### config.mk
export PLATFORM = sky130hd
export DESIGN_NAME = ssd_scan_driver
export DESIGN_NICKNAME = d
export VERILOG_FILES = /design/src/rtl/ssd_pkg.sv /design/src/rtl/ssd_hex_decode.sv /design/src/rtl/ssd_scan_driver.sv
export SDC_FILE = /design/constraint.sdc
export NUM_CORES = 1
export LEC_CHECK = 0
export BUFFER_PORTS_ARGS = -buffer_cell sky130_fd_sc_hd__buf_2
export CAP_MARGIN = 20
export CORE_MARGIN = 3
export CORE_UTILIZATION = 55
export DETAILED_ROUTE_END_ITERATION = 10
export GPL_ROUTABILITY_DRIVEN = 0
export GPL_TIMING_DRIVEN = 0
export PLACE_DENSITY = 0.84
export SLEW_MARGIN = 20
export SYNTH_ARGS = -nofsm -noshare
export SYNTH_HDL_FRONTEND = slang
export SYNTH_SLANG_ARGS = --single-unit
### constraint.sdc
create_clock -name Clock -period 6.4 [get_ports Clock]
set_input_delay 0.96 -clock Clock [delete_from_list [all_inputs] [get_ports Clock]]
set_output_delay 0.96 -clock Clock [all_outputs]
set_load 0.01 [all_outputs]
### src/rtl/ssd_pkg.sv
// ssd_pkg: shared glyph constants and hex decode; segments are active-low {dp,a,b,c,d,e,f,g}, 0 = lit
package ssd_pkg;

    localparam logic [7:0] SEG_DASH = 8'hFE;
    localparam logic [7:0] SEG_OFF  = 8'hFF;
    localparam logic [7:0] SEG_L    = 8'hF1;
    localparam logic [7:0] SEG_O    = 8'h81;
    localparam logic [7:0] SEG_C    = 8'hB1;
    localparam logic [7:0] SEG_K    = 8'hC8;
    localparam logic [7:0] SEG_P    = 8'h98;
    localparam logic [7:0] SEG_A    = 8'h88;
    localparam logic [7:0] SEG_S    = 8'hA4;
    localparam logic [7:0] SEG_F    = 8'hB8;
    localparam logic [7:0] SEG_I    = 8'hF9;

    function automatic logic [6:0] hex_seg(input logic [3:0] n);
        logic [6:0] s;
        case (n)
            4'h0: s = 7'h01;
            4'h1: s = 7'h4F;
            4'h2: s = 7'h12;
            4'h3: s = 7'h06;
            4'h4: s = 7'h4C;
            4'h5: s = 7'h24;
            4'h6: s = 7'h20;
            4'h7: s = 7'h0F;
            4'h8: s = 7'h00;
            4'h9: s = 7'h04;
            4'hA: s = 7'h08;
            4'hB: s = 7'h60;
            4'hC: s = 7'h31;
            4'hD: s = 7'h42;
            4'hE: s = 7'h30;
            default: s = 7'h38;
        endcase
        return s;
    endfunction

endpackage

### src/rtl/ssd_hex_decode.sv
// ssd_hex_decode: nibble plus decimal-point request to active-low glyph
module ssd_hex_decode
    import ssd_pkg::*;
(
    input  logic [3:0] nibble,
    input  logic       dp,
    output logic [7:0] glyph
);

    assign glyph = {~dp, hex_seg(nibble)};

endmodule

### src/rtl/ssd_scan_driver.sv
// ssd_scan_driver: multiplexed seven-segment scanner with double-buffered frames, blink, LZB, dead time and PWM
module ssd_scan_driver
    import ssd_pkg::*;
#(
    parameter int NUM_DIGITS = 4,
    parameter int SCAN_DIV   = 200000,
    parameter int DEAD       = 2000,
    parameter int BLINK_DIV  = 64
) (
    input  logic                    Clock,
    input  logic                    Resetn,
    input  logic                    Load,
    input  logic [4*NUM_DIGITS-1:0] Digits,
    input  logic [8*NUM_DIGITS-1:0] Glyphs,
    input  logic [NUM_DIGITS-1:0]   Mode,
    input  logic [NUM_DIGITS-1:0]   Dp,
    input  logic [NUM_DIGITS-1:0]   Blink,
    input  logic                    Lzb,
    input  logic [3:0]              Brightness,
    output logic [NUM_DIGITS-1:0]   ANODE,
    output logic [7:0]              CATHODE,
    output logic                    Scan_Tick
);

    localparam int IW = NUM_DIGITS > 1 ? $clog2(NUM_DIGITS) : 1;
    localparam int SW = SCAN_DIV > 1 ? $clog2(SCAN_DIV) : 1;
    localparam int BW = BLINK_DIV > 1 ? $clog2(BLINK_DIV) : 1;

    logic [SW-1:0]           slot_cnt;
    logic [IW-1:0]           idx;
    logic [3:0]              pwm_cnt;
    logic [BW-1:0]           blink_cnt;
    logic                    blink_phase;
    logic [4*NUM_DIGITS-1:0] pend_dig, act_dig;
    logic [8*NUM_DIGITS-1:0] pend_gly, act_gly;
    logic [NUM_DIGITS-1:0]   pend_mode, act_mode;
    logic [NUM_DIGITS-1:0]   pend_dp, act_dp;
    logic [NUM_DIGITS-1:0]   pend_blink, act_blink;
    logic [NUM_DIGITS-1:0]   pend_blank, act_blank;
    logic                    pending;
    logic [NUM_DIGITS-1:0]   lzb_mask;
    logic                    leading;
    logic                    slot_wrap, scan_start, blink_last, dark, gate;
    logic [7:0]              dec_glyph, glyph_nx;
    logic [NUM_DIGITS-1:0]   anode_nx;

    assign slot_wrap  = slot_cnt == SW'(SCAN_DIV - 1);
    assign scan_start = slot_wrap && idx == IW'(NUM_DIGITS - 1);
    assign blink_last = blink_cnt == BW'(BLINK_DIV - 1);

    // blanking mask for the incoming frame: leading hex zeros from the left, digit 0 always kept
    always_comb begin
        lzb_mask = '0;
        leading  = Lzb;
        for (int i = NUM_DIGITS - 1; i > 0; i--) begin
            if (leading && !Mode[i] && Digits[4*i +: 4] == 4'h0) lzb_mask[i] = 1'b1;
            else leading = 1'b0;
        end
    end

    // slot/digit scan position, free-running PWM phase and blink phase
    always_ff @(posedge Clock or negedge Resetn) begin
        if (!Resetn) begin
            slot_cnt    <= '0;
            idx         <= '0;
            pwm_cnt     <= '0;
            blink_cnt   <= '0;
            blink_phase <= 1'b0;
        end else begin
            slot_cnt <= slot_wrap ? '0 : slot_cnt + 1'b1;
            pwm_cnt  <= pwm_cnt + 1'b1;
            if (slot_wrap) idx <= scan_start ? '0 : idx + 1'b1;
            if (scan_start) begin
                blink_cnt   <= blink_last ? '0 : blink_cnt + 1'b1;
                blink_phase <= blink_phase ^ blink_last;
            end
        end
    end

    // pending frame captured on every Load; moved to the active frame only at scan start
    always_ff @(posedge Clock or negedge Resetn) begin
        if (!Resetn) begin
            pend_dig   <= '0;
            pend_gly   <= '0;
            pend_mode  <= '0;
            pend_dp    <= '0;
            pend_blink <= '0;
            pend_blank <= '0;
            pending    <= 1'b0;
            act_dig    <= '0;
            act_gly    <= {NUM_DIGITS{SEG_DASH}};
            act_mode   <= '1;
            act_dp     <= '0;
            act_blink  <= '0;
            act_blank  <= '0;
        end else begin
            if (Load) begin
                pend_dig   <= Digits;
                pend_gly   <= Glyphs;
                pend_mode  <= Mode;
                pend_dp    <= Dp;
                pend_blink <= Blink;
                pend_blank <= lzb_mask;
            end
            pending <= Load | (pending & ~scan_start);
            if (scan_start && pending) begin
                act_dig   <= pend_dig;
                act_gly   <= pend_gly;
                act_mode  <= pend_mode;
                act_dp    <= pend_dp;
                act_blink <= pend_blink;
                act_blank <= pend_blank;
            end
        end
    end

    ssd_hex_decode u_dec (
        .nibble (act_dig[idx*4 +: 4]),
        .dp     (act_dp[idx]),
        .glyph  (dec_glyph)
    );

    // next segment/anode values for the digit currently being scanned
    always_comb begin
        dark     = act_blank[idx] | (act_blink[idx] & blink_phase);
        gate     = pwm_cnt < Brightness || Brightness == 4'hF;
        glyph_nx = dark ? SEG_OFF : act_mode[idx] ? act_gly[idx*8 +: 8] : dec_glyph;
        anode_nx = (!dark && slot_cnt >= SW'(DEAD) && gate) ? ~(NUM_DIGITS'(1) << idx) : '1;
    end

    // registered pin drivers; segments change while the anode is still in dead time
    always_ff @(posedge Clock or negedge Resetn) begin
        if (!Resetn) begin
            ANODE     <= '1;
            CATHODE   <= SEG_OFF;
            Scan_Tick <= 1'b0;
        end else begin
            ANODE     <= anode_nx;
            CATHODE   <= glyph_nx;
            Scan_Tick <= scan_start;
        end
    end

endmodule
* Yosys cells after proc, flatten, opt, wreduce, memory -nomap -nowiden
Memory sizes are Yosys's and may differ from the RTL's. Cells that the tools add are included. Widths: inputs -> output; s select.
Storage, ports and cells: flip-flop bits (word level) 171, latch bits 0, bits in writable memories 0, memory bits (read-only) 112, input bits 68, output and inout port bits 13, logic and storage cells 81, memories kept 1
Memory list:
- (name not given) | words 16, bits a word 7, rd ports 1, clocked after Yosys merged registers in 0, wr ports 0, line ssd_pkg.sv:18 | case (n)
Cells by class: add/sub/neg operators 4, multipliers 0, div/mod/pow operators 0, $lt $le $gt $ge 3, equality and inequality tests 4, shift operators 3, mux-type cells 19, bitwise gates (word level) 8, reductions and logical operators 18
Operators by type and width (number):
- $shiftx 32x6->8 | 1
- $add 18x1->18 const B | 1
- $eq 18x18->1 const B | 1
- $ge 18x11->1 const B | 1
- $mux 18 | 1
- $mux 8 | 2
- $shiftx 16x5->4 | 1
- $logic_not 4->1 | 3
- $logic_and 1x1->1 | 10
- $mux 1 | 9
- $bmux 1 s2 | 4
- $add 6x1->6 const B | 1
- $eq 6x6->1 const B | 1
- $mux 6 | 1
- $add 4x1->4 const B | 1
- $eq 4x4->1 const B | 1
- $logic_not 1->1 | 4
- $lt 4x4->1 | 1
- $mux 4 | 1
- $not 4->4 | 1
- $shl 1x2->4 const A | 1
- $lt 2x3->1 const B | 1
- $add 2x1->2 const B | 1
- $and 1x1->1 | 2
- 6 further kinds | 8

* Longest topological paths before layout
depth after elaboration 10, mapped depth 7, depth with buffers taken out 6

* Hierarchy
From an unflattened synthesis, not the netlist that was laid out.
Unflattened totals: cell total of the unflattened synthesis 523, area, all modules 7777.5 µm²
By module, submodules not included:
- ssd_scan_driver | instances 1, cells an instance 489, area an instance 7504.7 µm², sequential area each 4334.2 µm²
- ssd_hex_decode | instances 1, cells an instance 34, area an instance 272.8 µm², sequential area each 0.0 µm²

* Worst setup path after synthesis
OpenSTA, ideal clock, no wires.
path kind input-to-reg, from in Mode[3], to reg pend_blank[1], library setup time 0.101 ns, data arrival time 2.157 ns, data required time 6.299 ns, path slack 4.142 ns, cell stages on the path 4, buffers on the path 0, cell sequence or4b_2 nor3_1 nand4b_1 o32ai_1
On the way: cells in the longest elaborated chain, start to end 10
RTL lines:
- start, declared | line ssd_scan_driver.sv:15 | input logic [NUM_DIGITS-1:0] Mode,
- $logic_not 1->1 (*) | line ssd_scan_driver.sv:56 | if (leading && !Mode[i] && Digits[4*i +: 4] == 4'h0) lzb_mask[i] = 1'b1;
- $logic_and 1x1->1 (*) (2 in a row) | line ssd_scan_driver.sv:56
- $mux 1 (*) | line ssd_scan_driver.sv:56
- $logic_and 1x1->1 (2 in a row) | line ssd_scan_driver.sv:56
- $mux 1 (*) | line ssd_scan_driver.sv:56
- $logic_and 1x1->1 (*) (2 in a row) | line ssd_scan_driver.sv:56
- $mux 1 (*) | line ssd_scan_driver.sv:56
- end signal, assigned | line ssd_scan_driver.sv:103 | pend_blank <= lzb_mask;
- end, declared | line ssd_scan_driver.sv:39 | logic [NUM_DIGITS-1:0] pend_blank, act_blank;
Mark *: on every way between the ends. The rest lies on a longest branch, timed or not. A chain may end at the register's enable or synchronous reset.

* Worst setup path in the final report
from reg idx[0], to reg CATHODE[3]
On the way: cells in the longest elaborated chain, start to end 5, elaborated cells between the ends (all ways) 13, classes of those cells 2 x shift; 8 x mux; 2 x bitwise; 1 x memory
RTL lines:
- start, declared | line ssd_scan_driver.sv:30 | logic [IW-1:0] idx;
- start signal, assigned | line ssd_scan_driver.sv:72 | if (slot_wrap) idx <= scan_start ? '0 : idx + 1'b1;
- branches (longest 4 deep; another with $mem_v2 16x7)
- $mux 8 (*) | line ssd_scan_driver.sv:127 | glyph_nx = dark ? SEG_OFF : act_mode[idx] ? act_gly[idx*8 +: 8] : dec_glyph;
- named net glyph_nx[3] | line ssd_scan_driver.sv:44 | logic [7:0] dec_glyph, glyph_nx;
- end signal, assigned | line ssd_scan_driver.sv:139 | CATHODE <= glyph_nx;
- end, declared | line ssd_scan_driver.sv:21 | output logic [7:0] CATHODE,
Mark *: on every way through the listed nets, which the timed path passes. The select of a mux whose other input is x is not followed.

==> impl_metrics.ini <==
[cts]
cts_buffer_depth = 2
h-tree-depth = 4
postCtsSetupBuffers = 0
cts.repair.resized = 0
insertion_delay_ps = 420
tritoncts = yes
cts_buffers = 17
clock_sinks = 171
holdBufCountCts = 0
cts.root.buffer_cell = clkbuf_16
clk_pin_slew_worst_paths_ps = 70

[synthesis]
ys_seq_elements = 171
synth_ff_type = dfrtp_1
yosys.area_share.simple_pct = 5.999
yosys_warnings = 0
syn_nets = 606
avgSynthCellArea_um2 = 14.85
synth_fa_ha_area_share_pct = 2.749
synth_top_family_by_area = multiplexers
synth-xor-area-share_pct = 2.264
synth_compound_area_share_pct = 3.703
synth_edf_count = 0
synthMuxAreaShare_pct = 26.44
ys_async_sr_fraction_pct = 100.0
ys_types = 51
syn_inst = 521
ys_seq_area_share_pct = 56.02
synthesis.area_um2 = 7737

[sta]
period_share_pct = 37.38
worst_hold_slack_ps = 472.4
layout_setup_ws_ps = 4007
slew_viol_final = 0
hold_violations = 0
rsz0062_at_grt = false
tightest_slew_ps = 777.8
setup_tns_ps = 0
relSlewSlack_pct = 48.15
period_needed_ps = 2393
fmax_mhz = 417.9
finalSetupViolations = 0
skew_ps = 8.745

[route]
drc = 0
vias = 4645
viasPerCell = 5.742
dr.pass1.iters = 4
wl_per_cell_um = 19.99
detail_route.iter0.violations = 457
wl_um = 16170
ant_nets = 0

[power]
p_per_area_nw_per_um2 = 260.1
ir_worst_vdd_mv = 0.2087
power.leakage_nw = 4.219
power_mw = 2.348

[placement]
placed_area_um2 = 8391
port_buffers = 79
dpl_worst_slack_ps = 3822
place_inst = 777
hpwlAfterDp_um = 10960

[worst_setup_path]
max_stage_delay_ps = 620
reg2reg_from = idx[0]
worstPathMaxFanout = 7
endpoint_kind = flip-flop
rr_worst_depth = 6
required_ps = 6710
path_cells = buf_2, mux4_2, inv_1, ha_1, o211a_1, o311ai_0
criticalPathCategory = reg -> reg
startpoint_type = flip-flop
r2r_slack_ps = 4010
arrival_ps = 2700
critPathSlowestCell = mux4_2
reg2reg_to = CATHODE[3]

[floorplanning]
start_util_pct = 57.29
die_h_um = 124.6
design.core.area_um2 = 13510
dieArea_um2 = 15530
fp.dieW_um = 124.6
row_count = 42
io_pins = 81

[hold_path]
hold_path.class = in -> async

[cells_and_area]
post-route-util_pct = 66.85
final_common_cell = dfrtp_1
num_antenna_cells = 0
num-nets-final = 705
syn2layout_area_growth_pct = 16.69
drive_gt1_share_pct = 49.92
mostFrequentLayoutCells = dfrtp_1, buf_2, mux2_2
finalInstanceArea_um2 = 9029
fin_cells = 809

[grt]
antenna_found_initial = 0
grt-ovfl-total = 0
grt_pass1_wl_um = 26230
grt_pass1_vias = 5040
grt_max_degree = 104
gr-usage-all-layers_pct = 21.44

[outcome]
status = completed

[flow_run]
cap_violations = 0
==> how the worst max path moves through the flow <==
stage               slack [ps]       endpoint        start
floorplan                 4140  pend_blank[1]      Mode[3]
global placement          1990    pend_gly[5]       Resetn
detailed placement        3820  pend_blank[1]      Mode[3]
CTS                       4010     CATHODE[3]       idx[0]
global route              3820   blink_cnt[5]  slot_cnt[0]
finish                    4010     CATHODE[3]       idx[0]
==> flip-flops by register name, indices dropped and copies added (netlist names), 6 cells and up <==
| name | count |
|---|---|
| slot_cnt | 18 |
| CATHODE | 8 |
| blink_cnt | 6 |
| pend_gly | 32 |
| act_dig | 16 |
| pend_dig | 16 |
| act_gly | 32 |
==> report_power, final <==
group	internal [mW]	switching [mW]	total (mW)
clock network	0.684	0.416	1.10
logic	0.0539	0.0507	0.105
registers	1.12	0.0229	1.14
==> area by class of cell <==
cell class,instances,area [um2]
fillers,890,4477
flip-flops and latches,171,4334
multi-input cells,305,3184
clock buffers,21,470.5
repair buffers,80,432.9
well taps,176,220.2
clock inverters,11,167.7
plain buffers,25,143.9
inverters,20,75.07
==> Yosys cell counts (2+ instances only) <==
library cell	instances	area (um2)
mux2_2	69	777.0
buf_6	6	67.56
a211oi_1	2	15.01
and3_1	6	37.54
a31o_2	2	17.52
nor4_1	4	25.02
mux2_4	60	900.9
a2bb2oi_1	2	17.52
o311ai_0	2	17.52
a21oi_1	5	25.02
nand4b_1	2	17.52
o21ai_0	5	25.02
o221ai_1	2	17.52
xor2_1	3	26.28
a21o_1	2	15.01
inv_1	20	75.07
nand2b_1	2	12.51
xnor2_1	17	148.9
nor3_1	5	25.02
mux4_2	15	337.8
nor2_1	16	60.06
mux2i_1	3	30.03
clkbuf_1	14	52.55
dfrtp_1	127	3178
nor2b_1	3	18.77
ha_1	17	212.7
o211ai_1	7	52.55
nand3_1	9	45.04
nand2_1	15	56.30
a21boi_0	3	22.52
buf_2	4	20.02
nand4_1	10	62.56
dfstp_2	44	1156
==> layer usage <==
metal  routed length [um]  track usage, %  vias to the layer above  share of wire [%]
met1                 6947           27.66                     2431                 43
li1                     -               -                     2084                  -
met3                  643           5.532                       21                4.0
met4                  289           6.254                        0                1.8
met5                    0               0                        -                  0
met2                 8291           36.01                      109                 51
==> logic make-up after synthesis <==
group / count (synthesis)
and+or+nand+nor: 82
AOI/OAI and AO/OA: 39
DFF: 171
buffers and inverters: 45
adders and majority gates: 17
xor gates and xnor gates: 20
muxes: 147
==> worst max-delay path: cells and delay by family (launching register included) <==
kind	cells	cell delay, ps
buf+inv	2	460
mux	1	620
fa+ha+maj	1	280
compound gates	2	560
flops	1	370
No activity file was read; power rests on OpenSTA's default activity.
